## config.mk

```make
export PLATFORM = sky130hd
export DESIGN_NAME = obstacle_scroller
export DESIGN_NICKNAME = d
export VERILOG_FILES = /design/src/rtl/obstacle_scroller.sv
export SDC_FILE = /design/constraint.sdc
export NUM_CORES = 1
export LEC_CHECK = 0
export ABC_CLOCK_PERIOD_IN_PS = 5000
export BUFFER_PORTS_ARGS = -buffer_cell sky130_fd_sc_hd__clkbuf_2
export CAP_MARGIN = 20
export CORE_MARGIN = 10
export CORE_UTILIZATION = 47
export DETAILED_ROUTE_END_ITERATION = 16
export GPL_TIMING_DRIVEN = 0
export PLACE_DENSITY_LB_ADDON = 0.3
export SYNTH_ARGS = -nofsm -noshare
export SYNTH_HDL_FRONTEND = slang
export SYNTH_SLANG_ARGS = --single-unit
```

## constraint.sdc

```tcl
create_clock -name clk -period 5 [get_ports clk]
set_input_delay 0.25 -clock clk [delete_from_list [all_inputs] [get_ports clk]]
set_output_delay 0.25 -clock clk [all_outputs]
set_load 0.02 [all_outputs]
```

## src/rtl/obstacle_scroller.sv

```systemverilog
// N-slot obstacle engine: spawns at the right edge, scrolls left, speeds up per spawn.
// Optional SCROLL_STALL_EN: defer a due step while the previous move is still undrawn.
module obstacle_scroller #(
    parameter int NUM_OBS    = 2,
    parameter int COORD_W    = 9,
    parameter int SCREEN_W   = 320,
    parameter int TICK_MAX   = 60000,
    parameter int TICK_MIN   = 15000,
    parameter int SPEED_STEP = 500,
    parameter int GAP_BASE   = 100,
    parameter int GAP_INC    = 30
) (
    input  logic                       clk,
    input  logic                       nRst,
    input  logic                       enable,
    input  logic [1:0]                 game_state,
    input  logic [1:0]                 rng,
    input  logic [1:0]                 obs_type,
    input  logic                       draw_done,
    output logic [NUM_OBS*COORD_W-1:0] obs_x,
    output logic [NUM_OBS*6-1:0]       obs_h,
    output logic [NUM_OBS-1:0]         obs_active,
    output logic                       move_pending,
    output logic                       spawn_pulse
);

    localparam int PW   = $clog2(TICK_MAX + 1);
    localparam int GMAX = GAP_BASE + 3 * GAP_INC;
    localparam int GW   = (GMAX < 1) ? 1 : $clog2(GMAX + 1);

    typedef enum logic [1:0] {
        IDLE = 2'b00,
        RUN  = 2'b01,
        WIN  = 2'b10,
        OVER = 2'b11
    } game_t;

    game_t gs;
    assign gs = game_t'(game_state);

    logic [COORD_W-1:0] x_q [NUM_OBS];
    logic [COORD_W-1:0] x_d [NUM_OBS];
    logic [5:0]         h_q [NUM_OBS];
    logic [5:0]         h_d [NUM_OBS];
    logic [NUM_OBS-1:0] active_q, active_d;
    logic [NUM_OBS-1:0] sel;
    logic [PW-1:0]      tick_q, tick_d;
    logic [PW-1:0]      period_q, period_d;
    logic [GW-1:0]      gap_q, gap_d;
    logic [31:0]        per_ext;
    logic               pending_q, pending_d;
    logic               spawn_q;
    logic               due, stall, step, spawn, taken;

    function automatic logic [5:0] height(input logic [1:0] t);
        logic [5:0] h;
        unique case (t)
            2'd0: h = 6'd15;
            2'd1: h = 6'd20;
            2'd2: h = 6'd30;
            2'd3: h = 6'd40;
        endcase
        return h;
    endfunction

    // period can shrink below a running count, so compare with >=
    assign due = tick_q >= period_q - 1'b1;

`ifdef SCROLL_STALL_EN
    assign stall = pending_q;
`else
    assign stall = 1'b0;
`endif

    always_comb begin
        x_d       = x_q;
        h_d       = h_q;
        active_d  = active_q;
        tick_d    = tick_q;
        gap_d     = gap_q;
        period_d  = period_q;
        pending_d = draw_done ? 1'b0 : pending_q;
        per_ext   = 32'(period_q);
        step      = 1'b0;
        spawn     = 1'b0;
        taken     = 1'b0;
        sel       = '0;

        unique case (gs)
            IDLE: begin
                for (int i = 0; i < NUM_OBS; i++) begin
                    x_d[i] = '0;
                    h_d[i] = 6'd40;
                end
                active_d  = '0;
                tick_d    = '0;
                gap_d     = '0;
                period_d  = PW'(TICK_MAX);
                pending_d = 1'b0;
            end
            RUN: begin
                if (enable) begin
                    if (!due) begin
                        tick_d = tick_q + 1'b1;
                    end else if (!stall) begin
                        tick_d = '0;
                        step   = 1'b1;
                    end
                end

                // lowest free slot, judged before this step frees anything
                for (int i = 0; i < NUM_OBS; i++) begin
                    if (!active_q[i] && !taken) begin
                        sel[i] = 1'b1;
                        taken  = 1'b1;
                    end
                end
                spawn = step && (gap_q == '0) && taken;

                if (step) begin
                    for (int i = 0; i < NUM_OBS; i++) begin
                        if (active_q[i]) begin
                            if (x_q[i] == '0)
                                active_d[i] = 1'b0;
                            else
                                x_d[i] = x_q[i] - 1'b1;
                        end
                    end
                end

                for (int i = 0; i < NUM_OBS; i++) begin
                    if (spawn && sel[i]) begin
                        active_d[i] = 1'b1;
                        x_d[i]      = COORD_W'(SCREEN_W - 1);
                        h_d[i]      = height(obs_type);
                    end
                end

                if (spawn) begin
                    gap_d = GW'(GAP_BASE) + GW'(rng) * GW'(GAP_INC);
                    if (per_ext >= 32'(TICK_MIN + SPEED_STEP))
                        period_d = PW'(per_ext - 32'(SPEED_STEP));
                    else
                        period_d = PW'(TICK_MIN);
                end else if (step && gap_q != '0) begin
                    gap_d = gap_q - 1'b1;
                end

                if (step && (|active_q || spawn))
                    pending_d = 1'b1;
            end
            WIN, OVER: begin
            end
        endcase
    end

    always_ff @(posedge clk or negedge nRst) begin
        if (!nRst) begin
            for (int i = 0; i < NUM_OBS; i++) begin
                x_q[i] <= '0;
                h_q[i] <= 6'd40;
            end
            active_q  <= '0;
            tick_q    <= '0;
            gap_q     <= '0;
            period_q  <= PW'(TICK_MAX);
            pending_q <= 1'b0;
            spawn_q   <= 1'b0;
        end else begin
            x_q       <= x_d;
            h_q       <= h_d;
            active_q  <= active_d;
            tick_q    <= tick_d;
            gap_q     <= gap_d;
            period_q  <= period_d;
            pending_q <= pending_d;
            spawn_q   <= spawn;
        end
    end

    always_comb begin
        obs_x = '0;
        obs_h = '0;
        for (int i = 0; i < NUM_OBS; i++) begin
            obs_x[i*COORD_W +: COORD_W] = x_q[i];
            obs_h[i*6 +: 6]             = h_q[i];
        end
    end

    assign obs_active   = active_q;
    assign move_pending = pending_q;
    assign spawn_pulse  = spawn_q;

endmodule

```

Word-level counts from Yosys, hierarchy flattened
Index checks and enable logic that the tools add are counted.
- flip-flop bits (word level): 74
- bits in latches: 0
- output and inout port bits: 34
- memories: 0
- word-level logic and storage cells: 105
- bits in writable memories: 0
- bits in read-only memories: 0
- input port bits: 10
- shifts and indexed selects: 0
- add/subtract/negate cells: 7
- equality and inequality tests: 15
- order comparisons: 2
- multipliers: 1
- reductions and logical operators: 27
- mux-type cells: 42
- divide/modulo/power cells: 0
- bitwise logic cells: 0
- operators with widths (operator ; count):
    $mux 16 ; 4
    $pmux 16 s2 ; 2
    $mux 9 ; 6
    $pmux 18 s2 ; 1
    $pmux 12 s2 ; 1
    $pmux 6 s4 ; 1
    $logic_not 9->1 ; 2
    $mux 1 ; 18
    $mux 18 ; 1
    $sub 9x1->9 const B ; 2
    $add 16x1->16 const B ; 1
    $ge 16x14->1 const B ; 1
    $ge 16x16->1 ; 1
    $mux 8 ; 2
    $pmux 8 s2 ; 1
    $sub 16x1->16 const B ; 1
    $sub 16x9->16 const B ; 1
    $ne 3x3->1 const B ; 5
    $reduce_and 2->1 ; 7
    $mux 6 ; 2
    $add 7x7->8 const A ; 1
    $logic_not 8->1 ; 1
    $ne 2x2->1 const B ; 4
    $reduce_and 4->1 ; 2
    other kinds (15) ; 26

Longest topological paths before layout
- depth in word-level cells: 11
- gate-level depth with buffers: 16
- mapped depth without buffers: 13

Least setup slack after synthesis
No wires, ideal clock.
- path kind: register -> register
- start point: register period_q[4]
- end point: register x_q, in the netlist obs_x[6]
- path slack: 1.507 ns
- period minus slack after synthesis: 3.493 ns
- stages on the path, launching flop included: 16
- buffers on the path: 2
- arrival time: 3.375 ns
- required time: 4.882 ns
- setup time: 0.118 ns
- cells stage by stage: dfrtp_1 -> clkbuf_1 -> nor2_1 -> nand2_1 -> nor3_1 -> nand2_1 -> nor4_1 -> xnor2_1 -> ha_1 -> nand4_1 -> nor3_1 -> o21ai_2 -> a2111oi_4 -> buf_6 -> nor3_1 -> a21o_1
- word-level cells in the longest chain between the ends: 10
- elaborated cells between the ends (all ways): 14
- classes of those cells: add/sub (1); order compare (1); eq/ne (3); mux (5); reduce/logical (4)
- ends and longest elaborated chain (item ; RTL line ; RTL):
    start: declaration ; 48 ; logic [PW-1:0] period_q, period_d;
    start signal: assignment ; 166 ; period_q <= PW'(TICK_MAX);
    start signal: assignment ; 175 ; period_q <= period_d;
    $sub 16x1->16 * ; 67 ; assign due = tick_q >= period_q - 1'b1;
    $ge 16x16->1 * ; 67 ;
    $mux 1 * ; 103 ; if (!due) begin
    $mux 1 * ; 102 ; if (enable) begin
    $mux 1 * ; 89 ; unique case (gs)
    $logic_and 1x1->1 (2 in a row) ; 118 ; spawn = step && (gap_q == '0) && taken;
    $logic_and 1x1->1 ; 132 ; if (spawn && sel[i]) begin
    $ne 3x2->1 (no line), or another cell as far along ; - ;
    $reduce_and 4->1 (no line) or $pmux 18 s2 (tied branches) ; - ;
    end signal: indexed assignment ; 160 ; x_q[i] <= '0;
    end signal: assignment ; 170 ; x_q <= x_d;
    end: declaration ; 41 ; logic [COORD_W-1:0] x_q [NUM_OBS];
Every way passes the cells marked *; elsewhere a longest branch is shown, timed or not. The select of a mux whose other input is x is not followed.
A chain may end at the register's enable or synchronous reset.

Worst setup path after layout
- start point: register period_q[9]
- end point: register x_q, in the netlist obs_x[6]
Same word-level chain as after synthesis.

==> results <==
- The run finished with clean final reports.
- TritonCTS built the clock tree.
- The number of buffers inserted for hold repair after clock tree synthesis is 1.
- Synthesis produced 573 cells.
- Subtracting the final worst setup slack from the clock period gives about 4200 ps.
- In the final routed layout, each cell accounts on average for 17.5 µm.
- Once detail routing completed, the nets flagged for antenna violations numbered 0.
- The cell count after placement is ~750.
- Max-cap violations in this run came to 0.
- The synthesized netlist contains 75 unique library cells.
- The design draws around 1.3 mW.
- The chip width is between 100 and 150 µm.
- Post-CTS timing repair inserted 0 buffers for setup.
- After clock tree synthesis, the clock-pin slew on the worst setup and hold paths is 80 ps.
- The final worst setup slack is between 700 and 800 ps.
- The data required time at the worst endpoint is 5250 ps.
- The number of failing hold endpoints at the final stage was 0.
- The starting utilization of the core area is 0.484.
- The critical path is of the flop to flop type.
- The final instance count without filler cells is 769.
- The first global-routing pass estimated 22.7 mm of wire.
- Relative to the synthesized area, the layout overhead comes to 12.2%.
- The final number of max-transition violations was 0.
- The post-detailed-placement half-perimeter wirelength is between 10 and 15 mm.
- On the final layout, the worst hold slack is 209 ps.
- Setup repair after global routing left no endpoint under its margin.
- The endpoint kind of the worst setup timing path is a flop.
- The number of register bits inferred by synthesis is 72.
- The floorplan has 37 rows.
- The peak clock frequency supported by timing is ~240 MHz.
- In the final layout, the share of cells above drive strength 1 is 0.147.
- The detailed router put a total of ~6.2 mm of wire on met1.
- The average cell area after synthesis is 8.76 µm².
- The sort of element at the start of the critical path is a flop.
- The amount of wire on met2 after detailed routing is ~6.1 mm.
- The highest metal layer with signal wires is met4.
- For this design the top-level I/O count stands at 44.
- The detailed-router iteration count before antenna repair is 5.
- The worst-case headroom to the max-slew limit is 0.364.
- Wires add up to 13.5 mm.
- By area the synthesized netlist is led by dfrtp_1 30%, ha_1 8.2%, dfstp_2 5.8%.
- The worst-case IR drop observed on VDD is 0.000191 V.
- The number of buffer cells added on primary ports is 42.
- The sequential fraction of the synthesis area is 0.361.
- The yosys synthesis warning count is 0.
- The initial antenna violation count is 0.
- Counting flops with a built-in enable in the synthesized netlist gives 0.
- The share of the cycle needed by the critical path after routing is 0.843.
- The buffer levels on the longest clock path is 2.
- For the final database, setup skew stands at 8.06 ps.
- After the last flow step, the layout net total stands at 671.
- The type of the worst min-delay path is input pin to flop.
- For this run, design rule violations remaining after detail routing come to 0.
- The number of violations reported at the end of detailed-routing iteration 0 is roughly 470.
- The leading area contributor after synthesis is dfrtp_1.
- For this run, the total global-route usage over all layers was measured as 0.182.
- The source-to-sink clock delay at the later pin of the worst-skew pair is about 360 ps.
- Gates resized during post-CTS repair numbered 0.
- The total congestion overflow is 0.
- After floorplanning, the core was sized to cover 10400 µm².
- The clock tree root buffer cell is clkbuf_8.
- Measured along the y axis, the die boundary spans 123 µm.
- The final route contains 4691 vias.
- In this run the static leakage power is 2.58 nW.
- 0 antenna diodes ended up in the layout.
- The number of nets in the synthesized netlist is just over 600.
- The power density over cell area is 239 nW/µm².
- The H-tree depth is 3.
- After synthesis, the share of flip-flops with an asynchronous set or reset is 1.00.
- The die covers around 15000 µm².
- The routed design uses ~1000 µm of met3 wire.
- The via count of the first global-routing pass was 4514.
- Using the TritonRoute via totals, the vias-per-cell ratio works out to 6.10.
- Of all nets on the critical path, the largest fanout is 10.
- The number of clock sinks is a little over 70.
- The post-placement cell area is 5430 µm².
- Among all flip-flop cells after synthesis, the most frequent one is dfrtp_1.
- The count of endpoints failing setup in the final report is 0.
- For the pin with the worst max-slew slack, the measured transition is 954 ps.
- The number of buffers added by the clock tree synthesis step is 9.
- Entering global routing, the biggest net connects 43 pins.
- The setup TNS is 0 ps.
- The routability congestion estimate from global placement is 0.891.
- The post-synthesis instance area is 5020 µm².
- At the worst endpoint, the arrival time is 4470 ps.
- Prior to clock tree synthesis, the placed netlist has a worst setup slack of 878 ps.
- The cell area after layout is 5630 µm².
- The share of synthesized area in the top cell type comes to 0.304.
- Once layout is complete, the utilization of the core stands at 0.543.
cells in the final DEF, fill, tap and decap left out, types with 12 or more instances in the layout:
cell type / instances
o21ai_1: 26
nor3_1: 15
dfrtp_1: 61
inv_1: 38
ha_1: 33
or3_1: 12
nand3_1: 19
o21ai_0: 23
clkbuf_2: 41
nand2_1: 61
nor2_1: 32
a21oi_1: 33
clkbuf_1: 19
worst max-delay path, cell delays in order (launching register included):
cell       delay, ps
dfstp_2          360
clkbuf_1         210
nor3_1           470
nand2b_1         230
nor2_1           240
nand3_1          120
xnor2_1          160
ha_1             340
nand4_1          110
nor3_1           330
o21ai_2          180
a2111oi_4        870
buf_6            240
nor3_1            60
a21o_1           190
final timing paths:
check	from	endpoint	slack [ps]	depth (start not counted)
max	period_q[9]	obs_x[6]	780	14
min	draw_done	move_pending	210	4
max reg2reg	period_q[9]	obs_x[6]	780	14
min reg2reg	obs_h[3]	obs_h[3]	500	1
max in group asynchronous	nRst	obs_h[9]	3960	3
min in group asynchronous	nRst	tick_q[0]	390	2
area by class of cell:
type | instances | area [µm²]
clock inverters | 5 | 56.3
fillers | 988 | 4740
clock buffers | 11 | 141
well taps | 136 | 170
flip-flops and latches | 72 | 1820
plain buffers | 30 | 133
repair buffers | 44 | 243
multi-input cells | 430 | 2920
inverters | 41 | 154
synth_stat cells, types with 4 or more instances:
library cell / number
a211oi_1: 8
a21o_1: 8
a21oi_1: 33
a22o_1: 5
a2bb2oi_1: 8
a31oi_1: 8
and3_1: 8
buf_2: 7
clkbuf_1: 18
dfrtp_1: 61
dfstp_2: 11
ha_1: 33
inv_1: 38
mux2i_1: 10
nand2_1: 61
nand3_1: 19
nand4_1: 8
nor2_1: 32
nor2b_1: 4
nor3_1: 15
nor4_1: 8
o21ai_0: 23
o21ai_1: 26
o221ai_1: 5
o22ai_1: 7
o31a_1: 4
or3_1: 12
or4_1: 5
xnor2_1: 10
xor2_1: 4
registers in the layout, indices dropped and copies added (netlist names):
register      cells
gap_q             8
obs_x            18
move_pending      1
tick_q           16
period_q         14
spawn_pulse       1
obs_h            12
obs_active        2
where the power goes:
group	switching, mW	internal [mW]	leakage [nW]	total [mW]
Clock	0.233	0.243	0.0993	0.477
Sequential	0.0204	0.610	0.962	0.631
Combinational	0.157	0.0831	1.52	0.240
routing by layer:
layer | up-vias | GRT usage
li1 | 2217 | -
met2 | 167 | 0.271
met4 | 0 | 0.0611
met5 | - | 0
met1 | 2281 | 0.249
met3 | 26 | 0.0501
logic make-up (layout without fill, tap and decap cells):
family	Yosys count	in the layout	share of synthesized area
AND/OR/NAND/NOR	192	192	0.198
AO/OA/AOI/OAI	178	178	0.250
flip-flops	72	72	0.361
buffers and inverters	71	131	0.0570
adder cells (fa/ha/maj)	33	33	0.0822
XOR/XNOR	14	14	0.0244
multiplexers	13	13	0.0267
No activity file was read; power rests on OpenSTA's default activity.
